<file path="config.mk">
export PLATFORM = sky130hd
export DESIGN_NAME = fp_mul32_ieee
export DESIGN_NICKNAME = d
export VERILOG_FILES = /design/src/rtl/fp32_pkg.sv /design/src/rtl/fp32_round.sv /design/src/rtl/fp_mul32_ieee.sv
export SDC_FILE = /design/constraint.sdc
export NUM_CORES = 2
export LEC_CHECK = 0
export CAP_MARGIN = 20
export CORE_UTILIZATION = 40
export DETAILED_ROUTE_END_ITERATION = 12
export HOLD_SLACK_MARGIN = 0.02
export PLACE_DENSITY = 0.6
export REMOVE_ABC_BUFFERS = 1
export SYNTH_ARGS = -nofsm -noshare
export SYNTH_HDL_FRONTEND = slang
export SYNTH_SLANG_ARGS = --single-unit
</file>
<file path="constraint.sdc">
create_clock -name clk -period 1.03 [get_ports clk]
set_input_delay 0.206 -clock clk [delete_from_list [all_inputs] [get_ports clk]]
set_output_delay 0.206 -clock clk [all_outputs]
set_load 0.1 [all_outputs]
</file>
<file path="src/rtl/fp32_pkg.sv">
// rtl/fp32_pkg.sv - binary32 field widths, special encodings and rounding-mode type
package fp32_pkg;

   localparam int EXP_W  = 8;
   localparam int FRAC_W = 23;
   localparam int MANT_W = FRAC_W + 1;
   localparam int PROD_W = 2 * MANT_W;
   localparam int EXPI_W = EXP_W + 2;
   localparam int BIAS   = 127;

   localparam logic [EXP_W-1:0]  EXP_ALL1 = 8'hFF;
   localparam logic [EXP_W-1:0]  EXP_MAXF = 8'hFE;
   localparam logic [FRAC_W-1:0] FRAC_ALL1 = 23'h7FFFFF;

   localparam logic [31:0] QNAN    = 32'h7FC00000;
   localparam logic [31:0] POS_INF = 32'h7F800000;
   localparam logic [31:0] MAX_FIN = 32'h7F7FFFFF;

   typedef enum logic [2:0] {
      RNE = 3'd0,
      RTZ = 3'd1,
      RDN = 3'd2,
      RUP = 3'd3,
      RMM = 3'd4
   } rmode_e;

   typedef struct packed {
      logic              sign;
      logic [EXP_W-1:0]  exp;
      logic [FRAC_W-1:0] frac;
   } fp32_t;

   // Unassigned encodings 5..7 fall back to round-to-nearest-even.
   function automatic rmode_e decode_rmode(input logic [2:0] raw);
      rmode_e mode;
      case (raw)
         3'd1:    mode = RTZ;
         3'd2:    mode = RDN;
         3'd3:    mode = RUP;
         3'd4:    mode = RMM;
         default: mode = RNE;
      endcase
      return mode;
   endfunction

endpackage

</file>
<file path="src/rtl/fp32_round.sv">
// rtl/fp32_round.sv - rounds a normalized 24-bit mantissa and resolves overflow/underflow
module fp32_round
   import fp32_pkg::*;
(
   input  logic                     i_sign,
   input  logic [MANT_W-1:0]        i_mant,
   input  logic                     i_g,
   input  logic                     i_r,
   input  logic                     i_s,
   input  logic signed [EXPI_W-1:0] i_exp,
   input  rmode_e                   i_mode,
   output logic [EXP_W-1:0]         o_exp,
   output logic [FRAC_W-1:0]        o_frac,
   output logic                     o_ovf,
   output logic                     o_udf
);

   logic                     w_any;
   logic                     w_inc;
   logic [MANT_W:0]          w_sum;
   logic [MANT_W-1:0]        w_mant_r;
   logic signed [EXPI_W-1:0] w_exp_r;
   logic                     w_to_inf;

   always_comb begin
      w_any = i_g | i_r | i_s;
      case (i_mode)
         RNE:     w_inc = i_g & (i_r | i_s | i_mant[0]);
         RTZ:     w_inc = 1'b0;
         RDN:     w_inc = i_sign & w_any;
         RUP:     w_inc = ~i_sign & w_any;
         RMM:     w_inc = i_g;
         default: w_inc = i_g & (i_r | i_s | i_mant[0]);
      endcase
   end

   // A carry out of the mantissa can only come from all-ones + 1, i.e. exactly 2.0.
   always_comb begin
      w_sum = {1'b0, i_mant} + {{MANT_W{1'b0}}, w_inc};
      if (w_sum[MANT_W]) begin
         w_mant_r = w_sum[MANT_W:1];
         w_exp_r  = i_exp + 10'sd1;
      end else begin
         w_mant_r = w_sum[MANT_W-1:0];
         w_exp_r  = i_exp;
      end
   end

   always_comb begin
      case (i_mode)
         RNE, RMM: w_to_inf = 1'b1;
         RUP:      w_to_inf = ~i_sign;
         RDN:      w_to_inf = i_sign;
         default:  w_to_inf = 1'b0;
      endcase
   end

   always_comb begin
      o_ovf  = 1'b0;
      o_udf  = 1'b0;
      o_exp  = w_exp_r[EXP_W-1:0];
      o_frac = w_mant_r[FRAC_W-1:0];
      if (w_exp_r >= 10'sd255) begin
         o_ovf  = 1'b1;
         o_exp  = w_to_inf ? EXP_ALL1 : EXP_MAXF;
         o_frac = w_to_inf ? '0 : FRAC_ALL1;
      end else if (w_exp_r <= 10'sd0) begin
         o_udf  = 1'b1;
         o_exp  = '0;
         o_frac = '0;
      end
   end

endmodule

</file>
<file path="src/rtl/fp_mul32_ieee.sv">
// rtl/fp_mul32_ieee.sv - binary32 multiplier, combinational datapath with registered result and flags
module fp_mul32_ieee
   import fp32_pkg::*;
(
   input  logic        clk,
   input  logic        rst_n,
   input  logic [2:0]  r_mode,
   input  logic [31:0] fp_X,
   input  logic [31:0] fp_Y,
   output logic [31:0] fp_Z,
   output logic        ovrf,
   output logic        udrf
);

   fp32_t  w_x;
   fp32_t  w_y;
   rmode_e w_mode;
   logic   w_sign;

   assign w_x    = fp_X;
   assign w_y    = fp_Y;
   assign w_mode = decode_rmode(r_mode);
   assign w_sign = w_x.sign ^ w_y.sign;

   // Subnormal inputs count as zero: the datapath is flush-to-zero.
   logic w_x_zero, w_y_zero, w_x_inf, w_y_inf, w_x_nan, w_y_nan;
   assign w_x_zero = (w_x.exp == '0);
   assign w_y_zero = (w_y.exp == '0);
   assign w_x_inf  = (w_x.exp == EXP_ALL1) && (w_x.frac == '0);
   assign w_y_inf  = (w_y.exp == EXP_ALL1) && (w_y.frac == '0);
   assign w_x_nan  = (w_x.exp == EXP_ALL1) && (w_x.frac != '0);
   assign w_y_nan  = (w_y.exp == EXP_ALL1) && (w_y.frac != '0);

   logic [MANT_W-1:0]        w_mx;
   logic [MANT_W-1:0]        w_my;
   logic [PROD_W-1:0]        w_prod;
   logic signed [EXPI_W-1:0] w_exp_base;

   assign w_mx       = {1'b1, w_x.frac};
   assign w_my       = {1'b1, w_y.frac};
   assign w_prod     = {{MANT_W{1'b0}}, w_mx} * {{MANT_W{1'b0}}, w_my};
   assign w_exp_base = signed'({2'b00, w_x.exp}) + signed'({2'b00, w_y.exp}) - 10'sd127;

   logic [MANT_W-1:0]        w_norm_mant;
   logic                     w_g, w_r, w_s;
   logic signed [EXPI_W-1:0] w_norm_exp;

   // Product of two [1,2) mantissas lies in [1,4); bit 47 selects the extra shift.
   always_comb begin
      if (w_prod[PROD_W-1]) begin
         w_norm_mant = w_prod[47:24];
         w_g         = w_prod[23];
         w_r         = w_prod[22];
         w_s         = |w_prod[21:0];
         w_norm_exp  = w_exp_base + 10'sd1;
      end else begin
         w_norm_mant = w_prod[46:23];
         w_g         = w_prod[22];
         w_r         = w_prod[21];
         w_s         = |w_prod[20:0];
         w_norm_exp  = w_exp_base;
      end
   end

   logic [EXP_W-1:0]  w_rnd_exp;
   logic [FRAC_W-1:0] w_rnd_frac;
   logic              w_rnd_ovf;
   logic              w_rnd_udf;

   fp32_round u_round (
      .i_sign (w_sign),
      .i_mant (w_norm_mant),
      .i_g    (w_g),
      .i_r    (w_r),
      .i_s    (w_s),
      .i_exp  (w_norm_exp),
      .i_mode (w_mode),
      .o_exp  (w_rnd_exp),
      .o_frac (w_rnd_frac),
      .o_ovf  (w_rnd_ovf),
      .o_udf  (w_rnd_udf)
   );

   logic [31:0] w_z_next;
   logic        w_ovf_next;
   logic        w_udf_next;

   // Specials take priority over the arithmetic path and never raise flags.
   always_comb begin
      w_z_next   = '0;
      w_ovf_next = 1'b0;
      w_udf_next = 1'b0;
      if (w_x_nan || w_y_nan || (w_x_inf && w_y_zero) || (w_y_inf && w_x_zero)) begin
         w_z_next = QNAN;
      end else if (w_x_inf || w_y_inf) begin
         w_z_next = {w_sign, POS_INF[30:0]};
      end else if (w_x_zero || w_y_zero) begin
         w_z_next = {w_sign, 31'h0};
      end else begin
         w_z_next   = {w_sign, w_rnd_exp, w_rnd_frac};
         w_ovf_next = w_rnd_ovf;
         w_udf_next = w_rnd_udf;
      end
   end

   logic [31:0] r_z;
   logic        r_ovf;
   logic        r_udf;

   always_ff @(posedge clk or negedge rst_n) begin
      if (!rst_n) begin
         r_z   <= '0;
         r_ovf <= 1'b0;
         r_udf <= 1'b0;
      end else begin
         r_z   <= w_z_next;
         r_ovf <= w_ovf_next;
         r_udf <= w_udf_next;
      end
   end

   assign fp_Z = r_z;
   assign ovrf = r_ovf;
   assign udrf = r_udf;

endmodule

</file>
==> reports/summary.txt <==
Area of the multi-input gates: 21100 µm²
Fmax: 107 MHz
First-pass GRT wire length: 136 mm
Final hold violation count: 0
Slew HR: 0.261
Via count: 22700
CP Class: in2reg
H-Tree Depth: 2
Sequential cell area: 851 µm²
Initial antenna violation count: 0
Final Slew Violations: 0
Max clock buf depth: 2
Die area: 59600 µm²
IO buf count: 102
Initial DRC Count: 1211
YS warnings: 0
Synth top area share: 0.412
Post-synth EDFFs: 0
Top-count cell post-synth: inv_1
Layout cells sized above 1: 0.321
DRC violations left: 0
CP max stage delay: 0.59 ns
Final Util: 0.587
IO Pins: 103
# diodes: 0
Status: finished, violations left
Yosys top cell by area: fa_1
Std cell rows: 88
Distinct cells, synth: 90
Critical path peak fanout: 7
Flops & latches, synth: 34
Root Buffer: clkbuf_16
Clock transition at path regs: 0.06 ns
Final HPWL DP: 67.6 mm
Total CTS buffers: 5
Slew @ Worst Pin: 1.10 ns
Asr flop ratio synth: 1.00
Core Region: 57800 µm²
Routed WL: 86.4 mm
Largest cells by area after synthesis: fa_1 41%, ha_1 10%, inv_1 9.4%, nand2_1 6.6%, and2_1 6.2%
Setup crit start kind: input pin
Nets: 4329
Die Wd: 244 µm
GR Util All Layers: 0.291
Setup violators final: 68
Post-route cell area: 33900 µm²
Setup crit end kind: flip-flop
HP Class: in2async
Fillers: 4964
Cells after Synth: 2811
RSZ-0062 raised after global routing: yes
Crit-path slowest cell: fa_2
Critical path startpoint: fp_Y[13]
Worst hold slack: 0.303 ns
Final period util: 9.08
Dominant synthesized flop cell: dfrtp_1
Final non-filler cell total: 4351
Total gr overflow: 0
Vias/cell: 5.22
Commonest cells post-synth: 587 x inv_1, 483 x fa_1, 410 x nand2_1
Most frequent CP cell: buf_6
Antenna viol nets, final: 0
Largest net degree at the start of global routing: 35
Critical path arrival: 9.54 ns
Routed wire length per instance: 19.9 µm
Inst Count DP: 4170
Initial cell density of the core: 0.406
Vias in the first global route: 24500
Drt first pass iters: 7
Max Cap Viol: 0
Dpl cell area: 30400 µm²
Worst EP required: 1.21 ns
Crit path time final: 9.35 ns
Hold buffer count at CTS: 0
Sink Count: 34
Area Overhead vs Synth: 44.7%
Post-synthesis area per instance: 8.34 µm²
Die Ht: 244 µm
Final WS setup: -8.32 ns
CTS tree: done
Violated checks: negative setup slack
Final RePlAce weighted congestion: 0.920
Cell area after synthesis: 23500 µm²
Sequential area share after synthesis: 0.0363
==> state kept, by name (all words and copies together) (netlist names) <==
register	flops
fp_Z	32
udrf	1
ovrf	1
==> worst max-delay path, delay by kind of cell <==
family	cells	cell delay, ns
simple gates	10	1.48
fa+ha+maj	10	4.43
xor+xnor	2	0.56
compound gates	7	1.23
buf+inv	14	1.61
==> placed cells by master (no fill, tap or decap), types with 10 or more instances in the layout <==
master	instances
nor4_4	16
a21oi_2	12
dfrtp_1	34
buf_4	652
ha_1	169
and2_4	18
nand2_2	23
fa_2	27
buf_2	15
buf_6	80
buf_8	13
nor3_1	27
o21ai_0	48
nor4_1	12
xor2_1	26
o21ai_1	22
a21o_1	13
a21oi_1	66
o31ai_1	10
nand2_1	384
nand4_1	40
buf_12	84
or3_1	12
and2_1	213
fa_1	456
inv_2	36
o211ai_1	17
clkdlybuf4s50_1	22
nor2_1	112
inv_1	547
xnor2_1	39
nand3_1	25
o21ai_2	12
ha_4	21
==> layout make-up <==
class	instances	area share
multi-input cells	2052	0.621
repair buffers	902	0.256
inverters	590	0.0659
well taps	765	0.0282
flip-flops and latches	34	0.0251
clock buffers	6	0.00409
clock inverters	2	0.000369
==> stage by stage <==
step | TNS [ns] | worst slack, ns
finish | -274.09 | -8.32
CTS | -273.83 | -8.33
detailed placement | -306.37 | -9.41
global route | -284.30 | -8.63
global placement | -304.42 | -9.34
floorplan | -303.99 | -9.44
==> cells by family (layout without fill, tap and decap cells) <==
family                     Yosys count  in the layout  synth area share
xor gates and xnor gates            72             72            0.0286
buffers and inverters              725           1500             0.118
AOI/OAI and AO/OA                  330            330            0.0958
adders and majority gates          675            675             0.515
DFF                                 34             34            0.0363
muxes                               14             14           0.00683
and+or+nand+nor                    961            961             0.200
==> metal layers <==
layer | global-route usage | vias to the layer above | routed length (µm) | share of wire
met1 | 0.368 | 11400 | 34400 | 0.40
met4 | 0.145 | 0 | 5780 | 0.067
met3 | 0.0356 | 237 | 5360 | 0.062
met2 | 0.491 | 762 | 40900 | 0.47
li1 | - | 10300 | - | -
met5 | 0 | - | 0 | 0
==> repair_timing <==
| action | CTS | global route |
|---|---|---|
| resized for setup | 404 | 204 |
| setup endpoints to repair | 68 | 68 |
| cloned | 19 | 2 |
| buffers inserted | 112 | 50 |
| pin swaps | 139 | 122 |
| hold endpoints to repair | 0 | 0 |
==> worst max path at each step <==
stage / end / slack [ns] / cells past startpoint
after floorplan: fp_Z[11] / -9.44 / 37
after global placement: fp_Z[0] / -9.34 / 42
after detailed placement: fp_Z[10] / -9.41 / 41
after CTS: fp_Z[0] / -8.33 / 42
after global routing: fp_Z[9] / -8.63 / 42
final: fp_Z[9] / -8.32 / 43
Power is left out: the tool's default activity adds up to more than one toggle a clock period on the data nets, which glitch-free logic cannot reach.
==> patch, RTL diff (config.mk and constraints unchanged) <==
Register the inputs `r_mode`, `fp_X` and `fp_Y` before use, without a reset. The logic sees them one clock later.
--- a/src/rtl/fp_mul32_ieee.sv
+++ b/src/rtl/fp_mul32_ieee.sv
@@ -12,14 +12,24 @@
    output logic        udrf
 );
 
+   logic [2:0] r_mode_q;
+   logic [31:0] fp_X_q;
+   logic [31:0] fp_Y_q;
+
+   always_ff @(posedge clk) begin
+      r_mode_q <= r_mode;
+      fp_X_q   <= fp_X;
+      fp_Y_q   <= fp_Y;
+   end
+
    fp32_t  w_x;
    fp32_t  w_y;
    rmode_e w_mode;
    logic   w_sign;
 
-   assign w_x    = fp_X;
-   assign w_y    = fp_Y;
-   assign w_mode = decode_rmode(r_mode);
+   assign w_x    = fp_X_q;
+   assign w_y    = fp_Y_q;
+   assign w_mode = decode_rmode(r_mode_q);
    assign w_sign = w_x.sign ^ w_y.sign;
 
    // Subnormal inputs count as zero: the datapath is flush-to-zero.
Check against the original RTL: not equivalent (Yosys sat finds a counterexample within 4 cycles, from zero or initial values and one cycle with rst_n low).
==> patch against the unedited design <==
Via count shrank 4.2%; cell area shrank 2.5%; die area grew 5.6%; sequential cell count grew 67; routed wire length shrank 7.6%; synthesized area grew 5.7%; worst setup slack lost 0.029 ns; the run still ends with setup timing left.
Power is not shown: default switching activity piles up to over one toggle a cycle in this logic, so the estimate is an artifact.
==> patch: results (changes against the unedited design) <==
- Status: finished with violations (unchanged).
- Violated checks: setup timing (unchanged).
* Number of failing setup endpoints in the final timing report: 68 (unchanged)
- The delay contributed by the slowest stage of the critical path is 0.61 ns (was 0.59 ns).
* Count of nets after finishing: 4,206 (was 4,329)
* TritonRoute pass-1 iters: 5 (was 7)
- Worst setup margin: -8.354 ns (was -8.325 ns)
- The highest-delay cell along the critical path is sky130_fd_sc_hd__fa_1 (was sky130_fd_sc_hd__fa_2).
* Data arrival time of the worst path: 9.70 ns (was 9.54 ns)
- Slew margin rel.: 28.23% (was 26.11%)
- The number of global-route vias before repair came to 23,960 (was 24,510).
- The largest fanout on the critical path was 11 (was 7).
- The half-perimeter wire length after detailed placement is 67,560 um (was 67,600 um).
- The dominant register cell in the synthesized netlist is sky130_fd_sc_hd__dfxtp_1 (was sky130_fd_sc_hd__dfrtp_1).
* Synth top area cells: sky130_fd_sc_hd__fa_1 (39%), sky130_fd_sc_hd__ha_1 (9.7%), sky130_fd_sc_hd__inv_1 (8.8%) (was sky130_fd_sc_hd__fa_1 (41%), sky130_fd_sc_hd__ha_1 (10%), sky130_fd_sc_hd__inv_1 (9.4%))
- Proportion of synthesized chip area in sequential cells: 8.845% (was 3.627%)
* Synth Area in XOR/XNOR: 3.014% (was 2.859%)
- Share of synthesized area spent on multiplexers: 1.166% (was 0.6828%)
- Fraction of final layout cells sized beyond drive strength 1: 26.45% (was 32.10%)
- The number of buffers created by CTS is 9 (was 5).
* Wirelength, routed: 79,790 um (was 86,370 um)
- First-pass GRT wire length: 129,100 um (was 135,500 um)
- The overall track demand over capacity in global routing is 26.33% (was 29.09%).
- Synth Area in Adders: 48.71% (was 51.46%)
* Total vias in the final route: 21,740 (was 22,710)
* Gp weighted congestion: 0.9622 (was 0.9202)
- Clock-pin slew reported for the worst setup and hold paths after clock tree synthesis: 0.08 ns (was 0.06 ns)
- The synthesized-area fraction occupied by ao, oa, aoi and oai cells is 8.573% (was 9.580%).
- The violation count after the first detailed-routing iteration came to 1,355 (was 1,211).
* Ys Warns: 0 (unchanged)
* Library cells used by synthesis: 91 (was 90)
- Proportion of register bits with asynchronous set or reset after synthesis: 33.66% (was 100.0%)
patch: cell types whose count changed in the layout (fill, tap and decap cells not counted), moves of 20 or more:
cell and change:
sky130_fd_sc_hd__dfxtp_2 +20, sky130_fd_sc_hd__buf_12 -23, sky130_fd_sc_hd__inv_2 -21, sky130_fd_sc_hd__buf_4 -82, sky130_fd_sc_hd__dfxtp_4 +21, sky130_fd_sc_hd__dfxtp_1 +26
sky130_fd_sc_hd__clkdlybuf4s50_1 +46, sky130_fd_sc_hd__buf_6 -53
patch: worst max-delay path: cells and delay by family, from the launching register on:
family,cells,cell delay [ns]
XOR/XNOR,1,0.20
AO/OA/AOI/OAI,11,2.15
multiplexers,1,0.34
flip-flops,1,0.38
buffers and inverters,10,1.19
adder cells (fa/ha/maj),10,4.27
AND/OR/NAND/NOR,7,0.76
patch: routing by layer:
layer / global-route usage (%) / up-vias / part of all wire [%]
met5: 0 / - / 0
met4: 8.223 / 0 / 2.9
met3: 3.023 / 119 / 5.6
met2: 46.22 / 665 / 50
met1: 33.87 / 10930 / 42
li1: - / 10030 / -
patch: repair_timing:
item / 4_1_cts / 5_1_grt
setup buffers: 41 / 25
cloned: 4 / 2
gates resized for setup: 199 / 95
pin swaps: 66 / 62
setup endpoints to repair: 68 / 68
patch: worst paths after layout:
kind                                  from         to  slack, ns  cells after the start
min in group clk                   fp_X[5]  fp_X_q[5]       0.22                      1
max in group asynchronous            rst_n   fp_Z[31]       0.68                      2
worst min-delay path                 rst_n   fp_Z[13]       0.18                      2
worst min register to register  fp_Y_q[31]   fp_Z[31]       0.76                      3
worst max-delay path            fp_X_q[13]    fp_Z[4]      -8.35                     40
worst max register to register  fp_X_q[13]    fp_Z[4]      -8.35                     40
patch: through the flow:
stage          area (sq um)  TNS [ns]  cells  hold WS (ns)  setup WS [ns]
6_report              33110   -280.48   4249        0.1755         -8.354
5_1_grt               33110   -293.30   4249        0.1949         -8.714
4_1_cts               32440   -279.07   4224        0.1711         -8.287
3_5_place_dp          31010   -302.73   4164        0.5937         -9.190
3_3_place_gp          31010   -291.80   4164        0.5875         -8.841
2_1_floorplan         24210   -336.08   2714      -0.08959         -10.35
patch: logic make-up after synthesis:
kind of cell | count (synthesis)
AOI/OAI and AO/OA | 299
DFF | 101
adders and majority gates | 675
buffers and inverters | 717
xor gates and xnor gates | 82
and+or+nand+nor | 946
muxes | 28
patch: area by class of cell:
cell class                      instances  area [sq um]
Fill cell                            5481         27700
Sequential cell                       101          2296
Clock buffer                           13         250.2
Multi-Input combinational cell       2030         20650
Inverter                              583          2203
Tap cell                              782         978.4
Timing Repair Buffer                  737          6710
Clock inverter                          3         21.27
